===== config.mk =====
export PLATFORM = sky130hd
export DESIGN_NAME = alu_share_ctrl
export DESIGN_NICKNAME = d
export VERILOG_FILES = /design/src/rtl/alu_share_ctrl.sv
export SDC_FILE = /design/constraint.sdc
export NUM_CORES = 1
export LEC_CHECK = 0
export CAP_MARGIN = 10
export CORE_MARGIN = 5
export CORE_UTILIZATION = 38
export DETAILED_ROUTE_END_ITERATION = 10
export GPL_ROUTABILITY_DRIVEN = 1
export GPL_TIMING_DRIVEN = 0
export PLACE_DENSITY = 0.78
export SYNTH_ARGS = -nofsm -noshare
export SYNTH_HDL_FRONTEND = slang
export SYNTH_SLANG_ARGS = --single-unit

===== constraint.sdc =====
create_clock -name clk_i -period 1.9 [get_ports clk_i]
set_input_delay 0.38 -clock clk_i [delete_from_list [all_inputs] [get_ports clk_i]]
set_output_delay 0.38 -clock clk_i [all_outputs]
set_load 0.05 [all_outputs]

===== src/rtl/alu_share_ctrl.sv =====
`default_nettype none
// ============================================================================
// Module   : alu_share_ctrl
// Purpose  : Time-shares one combinational 4-bit ALU between two requesters.
//            A round-robin arbiter accepts one operation at a time over
//            valid/ready. The accepted operation drives the ALU from
//            registers for one cycle. The result and the sanitised flags
//            are captured and returned on a valid/ready response tagged
//            with the requester ID.
// Option   : define ALU_SHARE_STICKY_FLAGS_EN to build the sticky-flag
//            accumulator. When it is undefined, sticky_flags_o is tied to
//            zero and flags_clr_i is ignored.
// Ports    : clk_i, rst_ni           clock, synchronous active-low reset
//            req_valid_i[1:0]        per-requester request valid
//            req_opcode/op1/op2_i    requester i fields at [4i+3:4i]
//            req_ready_o[1:0]        one-hot grant (IDLE only)
//            alu_opcode/op1/op2_o    registered ALU operand bus
//            alu_dout_i, alu_eflags_i  ALU result and flags {Z,N,V,C}
//            rsp_valid_o, rsp_id_o, rsp_dout_o, rsp_eflags_o, rsp_ready_i
//            flags_clr_i, sticky_flags_o  sticky flag clear / accumulator
// Revision : 1.0 - initial release
// ============================================================================
module alu_share_ctrl (
  input  logic       clk_i,
  input  logic       rst_ni,
  input  logic [1:0] req_valid_i,
  input  logic [7:0] req_opcode_i,
  input  logic [7:0] req_op1_i,
  input  logic [7:0] req_op2_i,
  output logic [1:0] req_ready_o,
  output logic [3:0] alu_opcode_o,
  output logic [3:0] alu_op1_o,
  output logic [3:0] alu_op2_o,
  input  logic [3:0] alu_dout_i,
  input  logic [3:0] alu_eflags_i,
  output logic       rsp_valid_o,
  output logic       rsp_id_o,
  output logic [3:0] rsp_dout_o,
  output logic [3:0] rsp_eflags_o,
  input  logic       rsp_ready_i,
  input  logic       flags_clr_i,
  output logic [3:0] sticky_flags_o
);

  typedef enum logic [1:0] {
    IDLE = 2'd0,
    EXEC = 2'd1,
    RESP = 2'd2
  } state_t;

  state_t     state_q;
  logic       ptr_q;        // requester favoured when both are valid
  logic       id_q;
  logic [3:0] opcode_q;
  logic [3:0] op1_q;
  logic [3:0] op2_q;
  logic [3:0] dout_q;
  logic [3:0] eflags_q;
  logic       rsp_valid_q;

  logic [1:0] w_grant;
  logic       w_sel;
  logic       w_supported;
  logic       w_flags_def;
  logic [3:0] w_san_dout;
  logic [3:0] w_san_flags;

  // Grant is combinational so a requester sees ready in its own valid cycle.
  // Gated by rst_ni so nothing is granted while reset is being applied.
  always_comb begin
    w_grant = 2'b00;
    if (rst_ni && (state_q == IDLE)) begin
      case (req_valid_i)
        2'b01:   w_grant = 2'b01;
        2'b10:   w_grant = 2'b10;
        2'b11:   w_grant = ptr_q ? 2'b10 : 2'b01;
        default: w_grant = 2'b00;
      endcase
    end
  end

  assign w_sel = w_grant[1];

  // Opcodes 0001..0101 are implemented by the ALU. Only add (0001) and
  // cmp (0011) produce meaningful flags.
  assign w_supported = (opcode_q >= 4'd1) && (opcode_q <= 4'd5);
  assign w_flags_def = (opcode_q == 4'd1) || (opcode_q == 4'd3);
  assign w_san_dout  = w_supported ? alu_dout_i   : 4'b0000;
  assign w_san_flags = w_flags_def ? alu_eflags_i : 4'b0000;

  always_ff @(posedge clk_i) begin
    if (!rst_ni) begin
      state_q     <= IDLE;
      ptr_q       <= 1'b0;
      id_q        <= 1'b0;
      opcode_q    <= 4'b0000;
      op1_q       <= 4'b0000;
      op2_q       <= 4'b0000;
      dout_q      <= 4'b0000;
      eflags_q    <= 4'b0000;
      rsp_valid_q <= 1'b0;
    end else begin
      case (state_q)
        IDLE: begin
          if (|w_grant) begin
            id_q     <= w_sel;
            opcode_q <= w_sel ? req_opcode_i[7:4] : req_opcode_i[3:0];
            op1_q    <= w_sel ? req_op1_i[7:4]    : req_op1_i[3:0];
            op2_q    <= w_sel ? req_op2_i[7:4]    : req_op2_i[3:0];
            ptr_q    <= ~ptr_q;
            state_q  <= EXEC;
          end
        end
        EXEC: begin
          dout_q      <= w_san_dout;
          eflags_q    <= w_san_flags;
          rsp_valid_q <= 1'b1;
          state_q     <= RESP;
        end
        RESP: begin
          if (rsp_ready_i) begin
            rsp_valid_q <= 1'b0;
            state_q     <= IDLE;
          end
        end
        default: state_q <= IDLE;
      endcase
    end
  end

  assign req_ready_o  = w_grant;
  assign alu_opcode_o = opcode_q;
  assign alu_op1_o    = op1_q;
  assign alu_op2_o    = op2_q;
  assign rsp_valid_o  = rsp_valid_q;
  assign rsp_id_o     = id_q;
  assign rsp_dout_o   = dout_q;
  assign rsp_eflags_o = eflags_q;

`ifdef ALU_SHARE_STICKY_FLAGS_EN
  logic [3:0] sticky_q;
  logic [3:0] sticky_d;

  // A clear in the capture cycle drops the old history but keeps the
  // flags being captured in that same cycle.
  always_comb begin
    sticky_d = sticky_q;
    if (state_q == EXEC) begin
      sticky_d = (flags_clr_i ? 4'b0000 : sticky_q) | w_san_flags;
    end else if (flags_clr_i) begin
      sticky_d = 4'b0000;
    end
  end

  always_ff @(posedge clk_i) begin
    if (!rst_ni) begin
      sticky_q <= 4'b0000;
    end else begin
      sticky_q <= sticky_d;
    end
  end

  assign sticky_flags_o = sticky_q;
`else
  logic w_unused_flags_clr;
  assign w_unused_flags_clr = flags_clr_i;
  assign sticky_flags_o     = 4'b0000;
`endif

endmodule
`default_nettype wire


### Yosys cells after proc, flatten, opt, wreduce, memory -nomap -nowiden

Index checks and enable logic that the tools add are counted.

* divide/modulo/power cells: 0
* order comparisons: 2
* equality and inequality tests: 9
* multiply operators: 0
* muxes and demuxes: 13
* reductions and logical operators: 9
* add/sub/neg operators: 0
* bitwise logic cells: 1
* shifts and indexed selects: 0

Operator list (count)
* 4-bit two-way mux: 5
* 2-bit one-hot mux with 3 select lines: 2
* 2-bit two-way mux: 4
* 2-bit equality test (second input constant): 3
* 2-bit AND reduction: 3
* 2-bit by 1-bit equality test with 1-bit output (second input constant): 2
* 4-bit by 1-bit equality test with 1-bit output (second input constant): 1
* 4-bit by 2-bit equality test with 1-bit output (second input constant): 1
* 4-bit by 1-bit greater-or-equal comparator with 1-bit output (second input constant): 1
* 4-bit by 3-bit less-or-equal comparator with 1-bit output (second input constant): 1
* 1-bit logical AND: 2
* 2-bit zero test: 1
* 2-bit by 1-bit inequality test with 1-bit output (second input constant): 1
* 2-bit inequality test (second input constant): 1
* 1-bit one-hot mux with 2 select lines: 1
* 2-bit nonzero test: 1
* 2-bit OR reduction: 1
* 1-bit logical OR: 1
* 1-bit two-way mux: 1
* 1-bit NOT: 1

* output and inout port bits: 28
* bits in writable memories: 0
* latch bits: 0
* memories kept: 0
* bits in registers: 25
* ROM bits: 0
* bits of input ports: 38

### Longest topological paths before layout

Gate-level depths: netlist of the first run.

* word-level depth: 6
* depth in mapped cells: 5

### Worst setup path after synthesis of the first run

OpenSTA, ideal clock, no wires.

* path type: input-to-output
* from: in req_valid_i[0]
* to: out req_ready_o[1]
* setup slack: 0.162 ns
* data arrival time: 1.358 ns
* stages on the path: 4
* cells stage by stage: nand2b_1 -> clkbuf_1 -> clkbuf_1 -> and3_1

* word-level cells in the longest chain between the ends: 3
* elaborated cells between the ends (all ways): 5

Ends and longest elaborated chain
* start, declared: RTL line 26 `input logic [1:0] req_valid_i,`
* 2-bit equality test or 2-bit by 1-bit equality test with 1-bit output (tied branches): RTL line 73 `case (req_valid_i)`
* 2-bit one-hot mux with 3 select lines *: RTL line 73
* 2-bit two-way mux *: RTL line 72 `if (rst_ni && (state_q == IDLE)) begin`
* end, declared: RTL line 30 `output logic [1:0] req_ready_o,`

Every way passes the cells marked *; elsewhere a longest branch is shown, timed or not.

### Worst setup path after layout of the first run

* from: reg dout_q[1] (netlist: rsp_dout_o[1])
* to: out rsp_dout_o[1]

RTL lines
* start, declared: RTL line 57 `logic [3:0] dout_q;`
* start signal, assigned: RTL line 115 `dout_q <= w_san_dout;`
* end, declared: RTL line 38 `output logic [3:0] rsp_dout_o,`

No word-level cell between the ends.

==> results of run 1 <==
[per-stage QoR]
step                TNS [ps]  setup WS [ps]  cells
floorplan                  0            162    133
global placement       -6120          -1060    236
detailed placement     -6280          -1080    236
CTS                        0           2.08    238
global route           -31.1          -18.0    239
finish                     0           36.1    239
[metal layers]
layer	wire, um	GRT usage	share of wire	up-vias
met3	349	0.0624	0.091	5
met2	1820	0.313	0.48	53
met4	35	0.0456	0.0091	0
met1	1620	0.209	0.42	610
met5	0	0	0	-
li1	-	-	-	635
[where the power goes]
group	switching, mW	internal (mW)
sequential	0.0338	0.565
clock	0.163	0.0791
combinational	0.282	0.210
total	0.478	0.854
[registers in the layout, summed over array words and instances, names as in the netlist]
name / flops
alu_opcode_o: 4
state_q: 2
rsp_valid_o: 1
rsp_dout_o: 4
rsp_id_o: 1
alu_op1_o: 4
rsp_eflags_o: 4
ptr_q: 1
alu_op2_o: 4
[cell families after synthesis]
logic type	after synthesis	synth area share
and+or+nand+nor	31	0.144
other	1	0.00305
buffers and inverters	22	0.0874
DFF	25	0.407
AOI/OAI and AO/OA	51	0.359
[worst paths after layout]
path	startpoint	to	slack, ps
setup / recovery	rsp_dout_o[1]	rsp_dout_o[1]	40
hold reg to reg	rsp_dout_o[2]	rsp_dout_o[2]	500
hold / removal	rsp_dout_o[2]	rsp_dout_o[2]	500
setup reg to reg	state_q[1]	alu_op1_o[0]	100
[what timing repair did]
action | CTS | global route
resized for setup | 27 | 19
hold buffers | 0 | 0
setup endpoints to repair | 15 | 17
pin swaps | 0 | 1
hold endpoints to repair | 0 | 0
buffers inserted | 0 | 1
[placed cells by master, fill, tap and decap left out, drive strengths merged]
cell type,count
a21boi,11
a21oi,3
a311o,11
a31oi,2
a32oi,8
and3,3
buf,11
clkbuf,12
clkdlybuf4s50,35
clkinv,1
conb,4
dfxtp,25
dlygate4sd2,8
dlymetal6s2s,14
inv,3
nand2,3
nand2b,2
nand4,2
nor2,12
nor3b,1
nor4b,1
nor4bb,4
o21a,1
o21ai,4
o221a,11
or3,2
or3b,1
[worst min-delay path: stages, from the launching register on]
cell     delay, ps
dfxtp_1        340
a32oi_1         60
nor2_1          70
[final cells by class]
cell class                      instances  area, sq um  area share
Timing Repair Buffer                   60          622       0.316
Sequential cell                        25          502       0.255
Buffer                                 17         96.3      0.0490
Clock buffer                            3         22.5      0.0115
Multi-Input combinational cell         86          653       0.332
Inverter                                3         11.3     0.00573
Clock inverter                          1         5.00     0.00254
Tap cell                               44         55.1      0.0280
==> summary.md, run 1 <==
| Metric | Value |
|---|---|
| CP cell instances | `clkdlybuf4s50_1` |
| First-pass GRT wire length | `6270 um` |
| Drt first pass iters | `4` |
| Placed Area | `1890 sq um` |
| TritonCTS clock tree | `built` |
| Dominant cell by count in the synthesized netlist | `dfxtp_1` |
| Initial antenna violation count | `0` |
| Worst Path Required | `1520 ps` |
| Fill count | `290` |
| Clock sink count | `25` |
| Endpoints failing setup | `0` |
| Post-synthesis sequential area ratio | `0.407` |
| Wirelength, routed | `3830 um` |
| Top delay family on crit path | `buffers and inverters` |
| Slowest Stage Delay on Critical Path | `810 ps` |
| Worst skew pair latency | `330 ps` |
| Hold depth | `2` |
| Slew headroom | `0.548` |
| Synth unique cells | `27` |
| H-tree depth | `1` |
| Clock transition at path regs | `130 ps` |
| Largest net degree at the start of global routing | `15` |
| Avg WL per Cell | `16.0 um` |
| Routability cong. | `0.757` |
| Clock root buffer | `clkbuf_4` |
| Via count | `1,303` |
| Netlist Area Pre-Place | `1230 sq um` |
| Antenna diodes | `0` |
| Critical-path top delay cell | `clkdlybuf4s50_1` |
| Async SR Flop Fraction | `0` |
| Critical Path End Type | `primary output` |
| Hold Vio Cnt, Final | `0` |
| Status | `finished, final reports clean` |
| Die Height | `66.9 um` |
| Most used DFF post-synth | `dfxtp_1` |
| Tot GR Track Use | `0.180` |
| Initial Util | `0.400` |
| Min Tclk post-route | `1860 ps` |
| Grt total ovfl | `0` |
| Peak Freq | `537 MHz` |
| Core area | `3080 sq um` |
| Mapped Cells | `130` |
| Nets | `234` |
| DRC violations left | `0` |
| PD cells | `677 nW/um^2` |
| Max_cap viols | `0` |
| Crit start category | `register` |
| Final Max Slew Viols | `0` |
| Num CTS Buffers | `3` |
| Most area-consuming cells after synthesis | `dfxtp_1 41%, o221a_1 10%, a311o_1 8.9%` |
| Crit path DAT | `1480 ps` |
| CP Max Fanout | `2` |
| Die W | `66.9 um` |
| Vias per inst | `5.45` |
| Peak supply drop | `326 uV` |
| Buf+Inv Stages, Crit Path | `1` |
| CTS Buffer Depth | `2` |
| ANT nets after route | `0` |
| R2R cell count | `5` |
| Leak pwr | `0.973 nW` |
| IO Port Bufs | `59` |
| Vias in the first global route | `1,373` |
| Final Util | `0.639` |
| Post-layout total power | `1.33 mW` |
| Area growth from synthesis to layout | `59.8%` |
| Cell taking the most area after synthesis | `dfxtp_1` |
| Pin slew with the least headroom to its limit | `669 ps` |
| DRT iter0 DRCs | `52` |
| Yosys warnings | `0` |
| Fin crit share | `0.981` |
| HP Class | `register to register` |
| Syn Area/Cell | `9.47 sq um` |
| Detailed-placement wirelength estimate | `2910 um` |
| Final instance area | `1970 sq um` |
| Post-synth top area share | `0.407` |
| Post-synth top cells | `25 x dfxtp_1, 12 x clkbuf_1, 12 x nor2_1` |
| Layout cell share with drive strength beyond 1 | `0.108` |
| Post-synthesis register bit count | `25` |
| Std-Cell Rows | `20` |
| I/O Pins | `66` |
| Post-synth EDFFs | `0` |
| Critical path type | `register to primary output` |
| Clock skew | `8.69 ps` |
| Final hold slack | `496 ps` |
| Critical path depth | `1` |
| Area of the die | `4480 sq um` |
(Power assumes the default switching activity.)
==> run 2: changes to the inputs <==
==> constraint.sdc (replaced) <==
create_clock -name clk_i -period 1.9 [get_ports clk_i]
set_input_delay 0.19 -clock clk_i [delete_from_list [all_inputs] [get_ports clk_i]]
set_output_delay 0.19 -clock clk_i [all_outputs]
set_load 0.005 [all_outputs]
==> run 2 against run 1 <==
  * Final area grew 3.0%
  * Clock power about the same
  * Clock-buffer cell count did not move
  * Wire length increased by 4.9%
  * Via count rose by 5.0%
  * Register-to-register slack improved by 20 ps
  * Sequential power barely moved
  * Die area did not move
  * Fmax up 4.6%
  * Hold slack worse by 82 ps
  * Final cell count grew 3.3%
==> summary.md, run 2 (synthesis gave the netlist of run 1 again) <==
| Metric | Value |
|---|---|
| Final Util | `0.658 (was 0.639)` |
| Antenna diodes | `0 (unchanged)` |
| Std-Cell Rows | `20 (unchanged)` |
| Critical-path top delay cell | `clkdlybuf4s50_1 (unchanged)` |
| Detailed-placement wirelength estimate | `2910 um (unchanged)` |
| Worst Path Required | `2180 ps (was 1520 ps)` |
| Vias per inst | `5.54 (was 5.45)` |
| Worst skew pair latency | `330 ps (about the same)` |
| Slew headroom | `0.546 (was 0.548)` |
| DRT iter0 DRCs | `54 (was 52)` |
| Min Tclk post-route | `1780 ps (was 1860 ps)` |
| DRC violations left | `0 (unchanged)` |
| Layout cell share with drive strength beyond 1 | `0.138 (was 0.108)` |
| Int Pwr | `0.888 mW (was 0.854 mW)` |
| Worst setup margin | `119 ps (was 36.1 ps)` |
| CP Max Fanout | `7 (was 2)` |
| Sw frac | `0.284 (was 0.359)` |
| Pre-CTS setup slack | `-398 ps (was -1080 ps)` |
| Leak pwr | `0.775 nW (was 0.973 nW)` |
| Worst reg2reg path startpoint | `state_q[1] (unchanged)` |
| Via count | `1,368 (was 1,303)` |
| Largest net degree at the start of global routing | `15 (unchanged)` |
| Routability cong. | `0.757 (unchanged)` |
| Commonest non-fill, non-tap cell in the layout | `clkdlybuf4s50_1 (unchanged)` |
| Peak supply drop | `280 uV (was 326 uV)` |
| Vias in the first global route | `1,441 (was 1,373)` |
| Worst r2r dst | `alu_opcode_o[3] (was alu_op1_o[0])` |
| Sw power | `0.352 mW (was 0.478 mW)` |
| Crit start category | `primary input (was register)` |
| Hold Vio Cnt, Final | `0 (unchanged)` |
| Clock root buffer | `clkbuf_4 (unchanged)` |
| R2R cell count | `11 (was 5)` |
| # hold bufs at CTS | `0 (unchanged)` |
| Nets | `242 (was 234)` |
| Critical Path End Type | `register (was primary output)` |
| CP cell instances | `clkdlybuf4s50_1 -> nor3b_4 -> buf_4 -> buf_4 -> buf_4 -> buf_4 -> buf_4 -> buf_4 -> buf_4 -> a31oi_1 -> o21a_1 (was clkdlybuf4s50_1)` |
| H-tree depth | `1 (unchanged)` |
| Combinational Power Share | `0.322 (was 0.369)` |
| Clock power frac | `0.197 (was 0.182)` |
| Final hold slack | `414 ps (was 496 ps)` |
| Status | `finished, final reports clean (unchanged)` |
| Initial antenna violation count | `0 (unchanged)` |
| Drt first pass iters | `5 (was 4)` |
| First-pass GRT wire length | `6620 um (was 6270 um)` |
| Critical Path Start | `rst_ni (was rsp_dout_o[1])` |
| TritonCTS clock tree | `built (unchanged)` |
| Core area | `3080 sq um (unchanged)` |
| Area of the die | `4480 sq um (unchanged)` |
| Post-layout total power | `1.24 mW (was 1.33 mW)` |
| Area growth from synthesis to layout | `64.5% (was 59.8%)` |
| Die W | `66.9 um (unchanged)` |
| Initial Util | `0.400 (unchanged)` |
| Clock skew | `8.11 ps (was 8.69 ps)` |
| Most used cell, CP | `buf_4` |
| Fin crit share | `0.937 (was 0.981)` |
| Setup_tns | `0 ps (unchanged)` |
| CTS Buffer Depth | `2 (unchanged)` |
| Critical path type | `primary input to register (was register to primary output)` |
| Max_cap viols | `0 (unchanged)` |
| Peak Freq | `561 MHz (was 537 MHz)` |
| Die Height | `66.9 um (unchanged)` |
| Reg2reg setup slack | `120 ps (was 100 ps)` |
| I/O Pins | `66 (unchanged)` |
| Tot GR Track Use | `0.191 (was 0.180)` |
| Clock sink count | `25 (unchanged)` |
| Slowest Stage Delay on Critical Path | `520 ps (was 810 ps)` |
| PD cells | `612 nW/um^2 (was 677 nW/um^2)` |
| Final Max Slew Viols | `0 (unchanged)` |
| Commonest non-fill, non-tap cells in the layout | `56 x clkdlybuf4s50_1, 22 x dfxtp_1, 12 x nor2_1, 12 x buf_4 (was 35 x clkdlybuf4s50_1, 24 x dfxtp_1, 14 x dlymetal6s2s_1)` |
| Avg WL per Cell | `16.3 um (was 16.0 um)` |
| Grt total ovfl | `0 (unchanged)` |
| Endpoints failing setup | `0 (unchanged)` |
| Unrepaired setup endpoints after global routing | `no` |
| Clock transition at path regs | `130 ps (about the same)` |
| Crit path DAT | `2060 ps (was 1480 ps)` |
| Register share of total power | `0.481 (was 0.449)` |
| Wirelength, routed | `4020 um (was 3830 um)` |
| HP Class | `primary input to register (was register to register)` |
| Pin slew with the least headroom to its limit | `672 ps (was 669 ps)` |
| Critical Path Sink | `rsp_id_o (was rsp_dout_o[1])` |
| ANT nets after route | `0 (unchanged)` |
| Num CTS Buffers | `3 (unchanged)` |
| IO Port Bufs | `59 (unchanged)` |
==> run 2: cell count changes in the layout (fill, tap and decap cells not counted), moves of 2 or more <==
cell and delta:
clkbuf_8 +3, dfxtp_2 +2, buf_4 +6, dlymetal6s2s_1 -13, clkdlybuf4s50_1 +21, dlygate4sd2_1 -6, dfxtp_1 -2
==> run 2: per-stage QoR <==
stage | cells | area, sq um
floorplan | 133 | 1240
global placement | 236 | 1890
detailed placement | 236 | 1890
CTS | 247 | 2020
global route | 247 | 2030
finish | 247 | 2030
==> run 2: layer usage <==
layer / GRT usage / up-vias / part of all wire
met1: 0.213 / 640 / 0.40
li1: - / 647 / -
met2: 0.335 / 72 / 0.48
met5: 0 / - / 0
met4: 0.0734 / 0 / 0.022
met3: 0.0590 / 9 / 0.094
==> run 2: cell type report <==
cell class,count,area [sq um]
clock buffers,3,22.5
multi-input cells,86,653
well taps,44,55.1
fillers,281,1050
repair buffers,67,651
plain buffers,18,124
clock inverters,1,5.00
inverters,3,11.3
flip-flops and latches,25,504
==> run 2: repair_timing <==
action,4_1_cts,5_1_grt
resized for setup,17,4
buffers inserted,8,0
pin swaps,2,2
endpoints found under the setup margin,2,1
==> run 2: critical path: cells and delay by family <==
family                 cells  cell delay, ps
buffers and inverters      8            1380
AO/OA/AOI/OAI              2             280
AND/OR/NAND/NOR            1             220
==> run 2: worst min-delay path by stage <==
| stage | startpoint | endpoint | cells after the start |
|---|---|---|---|
| after global placement | rsp_eflags_o[1] | rsp_eflags_o[1] | 2 |
| after floorplan | rst_ni | alu_opcode_o[3] | 2 |
| final | req_valid_i[0] | alu_opcode_o[3] | 3 |
| after detailed placement | rsp_eflags_o[3] | rsp_eflags_o[3] | 2 |
| after CTS | req_valid_i[0] | alu_opcode_o[3] | 3 |
| after global routing | req_valid_i[0] | alu_opcode_o[3] | 3 |
==> run 2: power groups by stage <==
stage / Clock [mW] / Combinational, mW / Sequential, mW
2_1_floorplan: 0 / 0.167 / 0.603
3_3_place_gp: 0 / 0.346 / 0.604
3_5_place_dp: 0 / 0.354 / 0.605
4_1_cts: 0.246 / 0.395 / 0.596
5_1_grt: 0.268 / 0.432 / 0.603
6_report: 0.245 / 0.399 / 0.597
